File: config.mk
export PLATFORM = sky130hd
export DESIGN_NAME = simon_engine
export DESIGN_NICKNAME = d
export VERILOG_FILES = /design/src/rtl/simon_pkg.sv /design/src/rtl/simon_lfsr.sv /design/src/rtl/simon_engine.sv
export SDC_FILE = /design/constraint.sdc
export NUM_CORES = 1
export LEC_CHECK = 0
export ABC_AREA = 1
export CAP_MARGIN = 10
export CORE_MARGIN = 2
export CORE_UTILIZATION = 30
export DETAILED_ROUTE_END_ITERATION = 10
export HOLD_SLACK_MARGIN = 0.02
export MAX_ROUTING_LAYER = met4
export PLACE_DENSITY = 0.56
export SLEW_MARGIN = 5
export SYNTH_ARGS = -nofsm -noshare
export SYNTH_HDL_FRONTEND = slang
export SYNTH_SLANG_ARGS = --single-unit
File: constraint.sdc
create_clock -name clk -period 3.5 [get_ports clk]
set_input_delay 0.35 -clock clk [delete_from_list [all_inputs] [get_ports clk]]
set_output_delay 0.35 -clock clk [all_outputs]
set_load 0.005 [all_outputs]
File: src/rtl/simon_pkg.sv
// Shared types and constants for the Simon game core: FSM states, Galois LFSR tap masks
// and a width helper.
package simon_pkg;

   typedef enum logic [2:0] {
      StIdle,
      StLoad,
      StShowOn,
      StShowOff,
      StWaitIn,
      StFail,
      StWin
   } state_e;

   // Right-shifting Galois masks: bit k-1 set for each x^k term (x^0 excluded).
   localparam logic [7:0]  TAPS8  = 8'hB8;
   localparam logic [15:0] TAPS16 = 16'hB400;
   localparam logic [23:0] TAPS24 = 24'hE10000;
   localparam logic [31:0] TAPS32 = 32'h80200003;

   function automatic int unsigned clog2(input int unsigned v);
      int unsigned r;
      r = 0;
      while ((64'd1 << r) < 64'(v)) r++;
      return r;
   endfunction

   function automatic logic [31:0] taps_for(input int unsigned w);
      case (w)
         8:       return {24'd0, TAPS8};
         24:      return {8'd0, TAPS24};
         32:      return TAPS32;
         default: return {16'd0, TAPS16};
      endcase
   endfunction

endpackage

File: src/rtl/simon_lfsr.sv
// Galois LFSR with synchronous parallel load; load takes priority over step.
module simon_lfsr #(
   parameter int unsigned   W    = 16,
   parameter logic [W-1:0] TAPS = 16'hB400,
   parameter logic [W-1:0] INIT = 16'hACE1
) (
   input  logic         clk,
   input  logic         rst,
   input  logic         load,
   input  logic [W-1:0] din,
   input  logic         step,
   output logic [W-1:0] q
);

   always_ff @(posedge clk or posedge rst) begin
      if (rst) begin
         q <= INIT;
      end else if (load) begin
         q <= din;
      end else if (step) begin
         q <= (q >> 1) ^ (q[0] ? TAPS : '0);
      end
   end

endmodule

File: src/rtl/simon_engine.sv
// Simon game core: replays a growing prefix of an LFSR-derived symbol sequence, then checks
// the player's entries against it, tracking score, best score, loss and win.
module simon_engine
   import simon_pkg::*;
#(
   parameter int unsigned        SYM_W      = 4,
   parameter int unsigned        MAX_ROUNDS = 39,
   parameter int unsigned        LFSR_W     = 16,
   parameter logic [LFSR_W-1:0] SEED       = 16'hACE1,
   parameter int unsigned        SHOW_TICKS = 1,
   parameter int unsigned        GAP_TICKS  = 1,
   localparam int unsigned       RND_W      = clog2(MAX_ROUNDS + 1)
) (
   input  logic             clk,
   input  logic             rst,
   input  logic             tick,
   input  logic             start,
   input  logic             submit,
   input  logic [SYM_W-1:0] guess,
   output logic [SYM_W-1:0] sym_out,
   output logic             sym_valid,
   output logic             first_flag,
   output logic             await_input,
   output logic [RND_W-1:0] round,
   output logic [RND_W-1:0] best,
   output logic             game_over,
   output logic             win
);

   localparam int unsigned        MAX_T = (SHOW_TICKS > GAP_TICKS) ? SHOW_TICKS : GAP_TICKS;
   localparam int unsigned        CNT_W = clog2(MAX_T + 1);
   localparam logic [CNT_W-1:0]   SHOW_C = CNT_W'(SHOW_TICKS);
   localparam logic [CNT_W-1:0]   GAP_C  = CNT_W'(GAP_TICKS);
   localparam logic [CNT_W-1:0]   ONE_C  = CNT_W'(1);
   localparam logic [RND_W-1:0]   MAX_R  = RND_W'(MAX_ROUNDS);
   localparam logic [RND_W-1:0]   ONE_R  = RND_W'(1);
   localparam logic [LFSR_W-1:0] TAPS   = LFSR_W'(taps_for(LFSR_W));

   state_e              state_q, state_d;
   logic [CNT_W-1:0]    cnt_q, cnt_d;
   logic [RND_W-1:0]    idx_q, idx_d;
   logic [RND_W-1:0]    round_d, best_d;
   logic                game_over_d, win_d;
   logic [LFSR_W-1:0]   seed_q, seed_d;
   logic [LFSR_W-1:0]   free_q, play_q, play_nxt;
   logic                play_load, play_step;
   logic                sym_valid_d;

   simon_lfsr #(.W(LFSR_W), .TAPS(TAPS), .INIT(SEED)) u_free (
      .clk  (clk),
      .rst  (rst),
      .load (1'b0),
      .din  ('0),
      .step (1'b1),
      .q    (free_q)
   );

   simon_lfsr #(.W(LFSR_W), .TAPS(TAPS), .INIT(SEED)) u_play (
      .clk  (clk),
      .rst  (rst),
      .load (play_load),
      .din  (seed_q),
      .step (play_step),
      .q    (play_q)
   );

   always_comb begin
      state_d     = state_q;
      cnt_d       = cnt_q;
      idx_d       = idx_q;
      round_d     = round;
      best_d      = best;
      game_over_d = game_over;
      win_d       = win;
      seed_d      = seed_q;
      play_load   = 1'b0;
      play_step   = 1'b0;

      if (start) begin
         state_d     = StLoad;
         round_d     = '0;
         game_over_d = 1'b0;
         win_d       = 1'b0;
         seed_d      = free_q;
      end else begin
         unique case (state_q)
            StLoad: begin
               play_load = 1'b1;
               idx_d     = '0;
               state_d   = StShowOn;
            end
            StShowOn: begin
               if (cnt_q == SHOW_C) state_d = StShowOff;
               else if (tick)       cnt_d   = cnt_q + ONE_C;
            end
            StShowOff: begin
               if (cnt_q == GAP_C) begin
                  if (idx_q == round) begin
                     play_load = 1'b1;
                     idx_d     = '0;
                     state_d   = StWaitIn;
                  end else begin
                     play_step = 1'b1;
                     idx_d     = idx_q + ONE_R;
                     state_d   = StShowOn;
                  end
               end else if (tick) begin
                  cnt_d = cnt_q + ONE_C;
               end
            end
            StWaitIn: begin
               if (submit) begin
                  if (guess != play_q[SYM_W-1:0]) begin
                     game_over_d = 1'b1;
                     state_d     = StFail;
                  end else if (idx_q != round) begin
                     play_step = 1'b1;
                     idx_d     = idx_q + ONE_R;
                  end else begin
                     round_d = round + ONE_R;
                     if (round_d > best) best_d = round_d;
                     if (round_d == MAX_R) begin
                        win_d   = 1'b1;
                        state_d = StWin;
                     end else begin
                        state_d = StLoad;
                     end
                  end
               end
            end
            StIdle, StFail, StWin: ;
            default: state_d = StIdle;
         endcase
      end

      if (state_d != state_q) cnt_d = '0;
   end

   // Registered display outputs are computed from next-state values so they align with state.
   always_comb begin
      play_nxt = play_q;
      if (play_load)      play_nxt = seed_q;
      else if (play_step) play_nxt = (play_q >> 1) ^ (play_q[0] ? TAPS : '0);
      sym_valid_d = (state_d == StShowOn);
   end

   always_ff @(posedge clk or posedge rst) begin
      if (rst) begin
         state_q     <= StIdle;
         cnt_q       <= '0;
         idx_q       <= '0;
         seed_q      <= SEED;
         round       <= '0;
         best        <= '0;
         game_over   <= 1'b0;
         win         <= 1'b0;
         sym_out     <= '0;
         sym_valid   <= 1'b0;
         first_flag  <= 1'b0;
         await_input <= 1'b0;
      end else begin
         state_q     <= state_d;
         cnt_q       <= cnt_d;
         idx_q       <= idx_d;
         seed_q      <= seed_d;
         round       <= round_d;
         best        <= best_d;
         game_over   <= game_over_d;
         win         <= win_d;
         sym_out     <= sym_valid_d ? play_nxt[SYM_W-1:0] : '0;
         sym_valid   <= sym_valid_d;
         first_flag  <= sym_valid_d && (idx_d == '0);
         await_input <= (state_d == StWaitIn);
      end
   end

endmodule

# Yosys cells after proc, flatten, opt, wreduce, memory -nomap -nowiden
# Index checks and enable logic that the tools add are counted.
[totals] out_inout_bits=21 inputBits=9 ff_bits=79
[classes] n_eq_ne=16 add_sub_neg=3 magnitude_cmp=1 mux=52 bitwise_logic=5 n_reduce_logical=16
[ops] operator="6-bit 2-to-1 mux" count=11
[ops] operator="16-bit 2-to-1 mux" count=4
[ops] operator="15-bit by 16-bit bitwise XOR with 16-bit output" count=2
[ops] operator="1-bit 2-to-1 mux" count=24
[ops] operator="3-bit 2-to-1 mux" count=8
[ops] operator="6-bit one-hot mux with 3 select lines" count=1
[ops] operator="3-bit one-hot mux with 5 select lines" count=1
[ops] operator="6-bit by 1-bit adder with 6-bit output (second input constant)" count=2
[ops] operator="3-bit == test (second input constant)" count=4
[ops] operator="2-bit nonzero test" count=6
[ops] operator="3-bit by 2-bit == test with 1-bit output (second input constant)" count=3
[ops] operator="6-bit == test" count=1
[ops] operator="6-bit == test (second input constant)" count=1
[ops] operator="6-bit greater-than comparator" count=1
[ops] operator="6-bit logical NOT" count=1
[ops] operator="6-bit inequality test" count=1
[ops] operator="6-bit AND reduction" count=1
[ops] operator="5-bit AND reduction" count=1
[ops] operator="4-bit 2-to-1 mux" count=1
[ops] operator="2-bit inequality test (second input constant)" count=2
[ops] operator="4-bit inequality test" count=1
[ops] operator="1-bit one-hot mux with 2 select lines" count=2
[ops] operator="4-bit AND reduction" count=1
[ops] operator="3-bit by 1-bit == test with 1-bit output (second input constant)" count=1
[ops] operator="10 further kinds" count=12

# Depth between registers and ports, before layout
[logic_depth] word_depth=11 mapped_depth=17

# By module
# From an unflattened synthesis, not the netlist that was laid out.
[hier_totals] cells_unflattened=590 area_unflattened_um2=4400.5
[modules_own_cells] module="simon_engine" seq_area_each_um2=1186.1 area_each_um2=2824.0 n_inst=1 cells_per_inst=388
[modules_own_cells] module="simon_lfsr" seq_area_each_um2=410.4 area_each_um2=788.3 n_inst=2 cells_per_inst=101

# Least setup slack after synthesis
# No wires, ideal clock.
[synth_timing] path_kind="flip-flop to flip-flop" from="register round[0]" to="register best[0]" synth_period_minus_slack_ns=2.206 path_buffers=1 setup_slack_ns=1.294 path_stages_with_launch=14 required_time_ns=3.426 arrival_time_ns=2.131 path_cell_list="dfrtp_1 -> ha_1 -> nand3_1 -> nand2_1 -> nand2_1 -> inv_1 -> ha_1 -> nand2_1 -> inv_1 -> a221o_1 -> o221ai_2 -> buf_4 -> nand2_1 -> o21ai_2"
[synth_between] elab_chain_len=3
[synth_rtl] item="start: declaration" line="simon_engine.sv:24" text="output logic [RND_W-1:0] round,"
[synth_rtl] item="start signal: assignment" line="simon_engine.sv:166" text="round <= round_d;"
[synth_rtl] item="6-bit by 1-bit adder with 6-bit output / 6-bit inequality test (equally long branches)" line="simon_engine.sv:120, simon_engine.sv:116"
[synth_rtl] item="6-bit greater-than comparator / 1-bit inverter (equally long branches)"
[synth_rtl] item="6-bit AND reduction (no source line)"
[synth_rtl] item="end signal: assignment" line="simon_engine.sv:167" text="best <= best_d;"
[synth_rtl] item="end: declaration" line="simon_engine.sv:25" text="output logic [RND_W-1:0] best,"
# Several ways; a longest one is shown, not always the timed one.
# A chain may end at the register's enable or synchronous reset.

# Final worst setup path
[layout_timing] from="register round[0]" to="register best[4]"
# Same word-level chain as after synthesis.

==> summary.txt <==
Job
  – MaxCap Viol Count: 0

Critical path
  – CP peak stage delay: 540 ps
  – Largest delay share family, worst path: compound AO/OA/AOI/OAI gates
  – CP max-delay cell: o221ai_2
  – Worst Setup End Kind: flop
  – Startpoint Class: flop
  – Worst EP arrival: 2910 ps
  – Max FO, Critical Path: 12
  – Critical path buffers and inverters: 2
  – Cell breakdown of the critical path: ha_1 > nand3_1 > nand2_1 > nand2_1 > inv_1 > ha_1 > nand2_1 > inv_1 > a221o_1 > o221ai_2 > nand2_1 > o21ai_2
  – CP required: 3760 ps
  – Setup Crit Path Kind: flop to flop
  – Instance count on the critical path: 12
  – Worst path most repeated cell: nand2_1
  – Reg2reg path depth: 12

Timing
  – RSZ-0062 raised after global routing: false
  – Final setup fails: 0
  – Rel. slew slack: 46.4%
  – Final min period: 2650 ps
  – Fin crit share: 75.8%
  – Max Slew Vio Count: 0
  – Clk_skew: 9.06 ps
  – Worst-margin pin slew: 804 ps
  – Max Freq: 377 MHz
  – Final hold violation count: 0
  – Setup_tns: 0 ps

Clock tree
  – Post-CTS Setup Bufs: 0
  – Root buffer cell: clkbuf_16
  – Clock buffer depth: 2
  – Clk Latency, worst-skew pair: 340 ps
  – H-tree lvl count: 3
  – Post_cts resized: 0
  – TritonCTS Buffers: 9
  – Worst-path clk slew: 70 ps
  – Post-CTS Hold Buffers: 0
  – Num Clock Sinks: 79
  – CTS tree: yes

GRT
  – Initial antenna violation count: 0
  – Gr ovfl total: 0
  – Gr usage total: 13.3%
  – First-pass GRT wire length: 14.7 mm
  – Largest net degree at the start of global routing: 47
  – Vias in the first global route: 3,070

Detailed routing
  – Residual DRC: 0
  – Routed length per instance: ~13 µm
  – Vias per Instance: 4.51
  – Drt pass-1 iters: 4
  – Uppermost layer routed: met4
  – Via Count: 3,055
  – Wire length on met2: around 4.1 mm
  – DR iter-0 viols: just under 200
  – Post-Route WL: about 8.5 mm
  – Routed met1 length: slightly below 4 mm
  – Met3 Routed Length: between 200 and 300 µm
  – Antenna viol nets, final: 0

Synthesis
  – Gate Count Post-Synth: 465
  – Syn Std Cell Area: 0.00395 mm²
  – Leading area contributor after synthesis: dfrtp_1
  – Top cell type's share of synthesized area: 34.8%
  – EDFF count, synth: 0
  – YS warnings: 0
  – Sequential area share after synthesis: roughly half
  – Syn nets: 484
  – FF+latch count, synth: between 70 and 80
  – Most used DFF post-synth: dfrtp_1
  – Synth cell types: 38
  – Async SR Flop Fraction: 100%
  – Synth Area per Inst: 8.50 µm²
  – Top cells by area, synth: dfrtp_1, dfstp_2, nand2_1

Power and ir drop
  – LEAKAGE: 2.22 nW
  – Overall Power: 2.07 mW
  – Peak supply drop: about 0.26 mV
  – PwrDens: about 440 mW/mm²

Placed design
  – Detail Placement HPWL: 6.01 mm
  – # port buffers: 29
  – Final GP Congestion: 0.833

Hold path
  – Min-delay worst type: flop to flop
  – Hold path cells: 0

Finish
  – Area Overhead vs Synth: 19.4%
  – Fill count: 1,339
  – Antenna diodes: 0
  – Share of cells above drive strength 1: 18.4%
  – Fin nets: between 500 and 600

Floorplan
  – Die width: 119 µm
  – Initial Util: 31.1%
  – Ports: 30
  – Core area: ~0.013 mm²
  – Die height: 119 µm
  – Die Area: between 0.01 and 0.015 mm²
  – Rows: ~40

Status
  – Status: finished clean
==> metrics by stage <==
step                      setup WS [ps]  instances  instance area [µm²]  util, %  hold slack [ps]
after global routing                603        677                 4720     37.1              367
final                               848        677                 4720     37.1              358
after floorplan                    1170        465                 3950        -              354
after global placement              967        661                 4420     34.8              355
after CTS                           841        677                 4720     37.1              366
after detailed placement            858        661                 4420     34.8              358
==> Yosys cell counts (5+ instances only) <==
cell and instances:
inv_2 13, o22ai_1 5, o221ai_1 8, nor2_1 26
ha_1 10, inv_1 65, nand2_1 149, nand3_1 18
o211ai_1 5, dfstp_2 24, nand3_2 5, a21oi_1 9
nand2_2 10, o21ai_2 7, o21ai_0 16, dfrtp_1 55
==> cell type report <==
type	count	area, µm²	area share, %
Sequential cell	79	2010	42.5
Multi-Input combinational cell	299	1590	33.6
Timing Repair Buffer	33	320	6.79
Inverter	78	294	6.23
Clock buffer	10	229	4.85
Tap cell	172	215	4.56
Clock inverter	6	68.8	1.46
==> per-layer routing <==
layer  vias to the layer above  GRT usage [%]
met2                        48           21.7
li1                       1541              -
met5                         -              -
met3                        17           3.43
met4                         0           4.61
met1                      1449           16.1
==> where the power goes <==
group	total (mW)	switching, mW	internal (mW)	leakage [nW]
combinational	0.175	0.117	0.0586	1.07
sequential	0.944	0.0159	0.928	1.01
clock	0.949	0.391	0.558	0.143
==> state kept, by name (all words and copies together), names as in the netlist, 3 cells and up <==
name      cells
best          6
idx_q         6
round         6
seed_q       16
state_q       3
sym_out       4
u_free.q     16
u_play.q     16
==> logic make-up after synthesis <==
kind of cell	Yosys count	synth area share (%)
adder cells (fa/ha/maj)	10	3.16
AND/OR/NAND/NOR	224	25.3
flip-flops	79	50.8
buffers and inverters	87	9.15
XOR/XNOR	5	1.11
AO/OA/AOI/OAI	60	10.6
==> worst paths after layout <==
| kind | from | slack [ps] | endpoint |
|---|---|---|---|
| hold reg to reg | u_free.q[7]$_DFF_PP1_ | 360 | u_free.q[6]$_DFF_PP1_ |
| max in group asynchronous | rst | 2190 | u_play.q[11]$_DFFE_PP1P_ |
| setup reg to reg | round[0]$_DFFE_PP0P_ | 850 | best[4]$_DFFE_PP0P_ |
| min in group asynchronous | rst | 470 | seed_q[9]$_DFFE_PP0P_ |
| setup / recovery | round[0]$_DFFE_PP0P_ | 850 | best[4]$_DFFE_PP0P_ |
| hold / removal | u_free.q[7]$_DFF_PP1_ | 360 | u_free.q[6]$_DFF_PP1_ |
==> layout by cell type, fill, tap and decap left out, types with 7 or more instances in the layout <==
cell type / instances
o21ai_2: 7
a21oi_1: 9
nand2_2: 10
o221ai_1: 8
inv_1: 64
o21ai_0: 16
dfstp_2: 24
ha_1: 10
dfrtp_1: 55
inv_2: 13
nor2_1: 26
clkbuf_16: 9
nand3_1: 18
nand2_1: 149
clkdlybuf4s50_1: 29
Power figures use the tool's default switching activity.
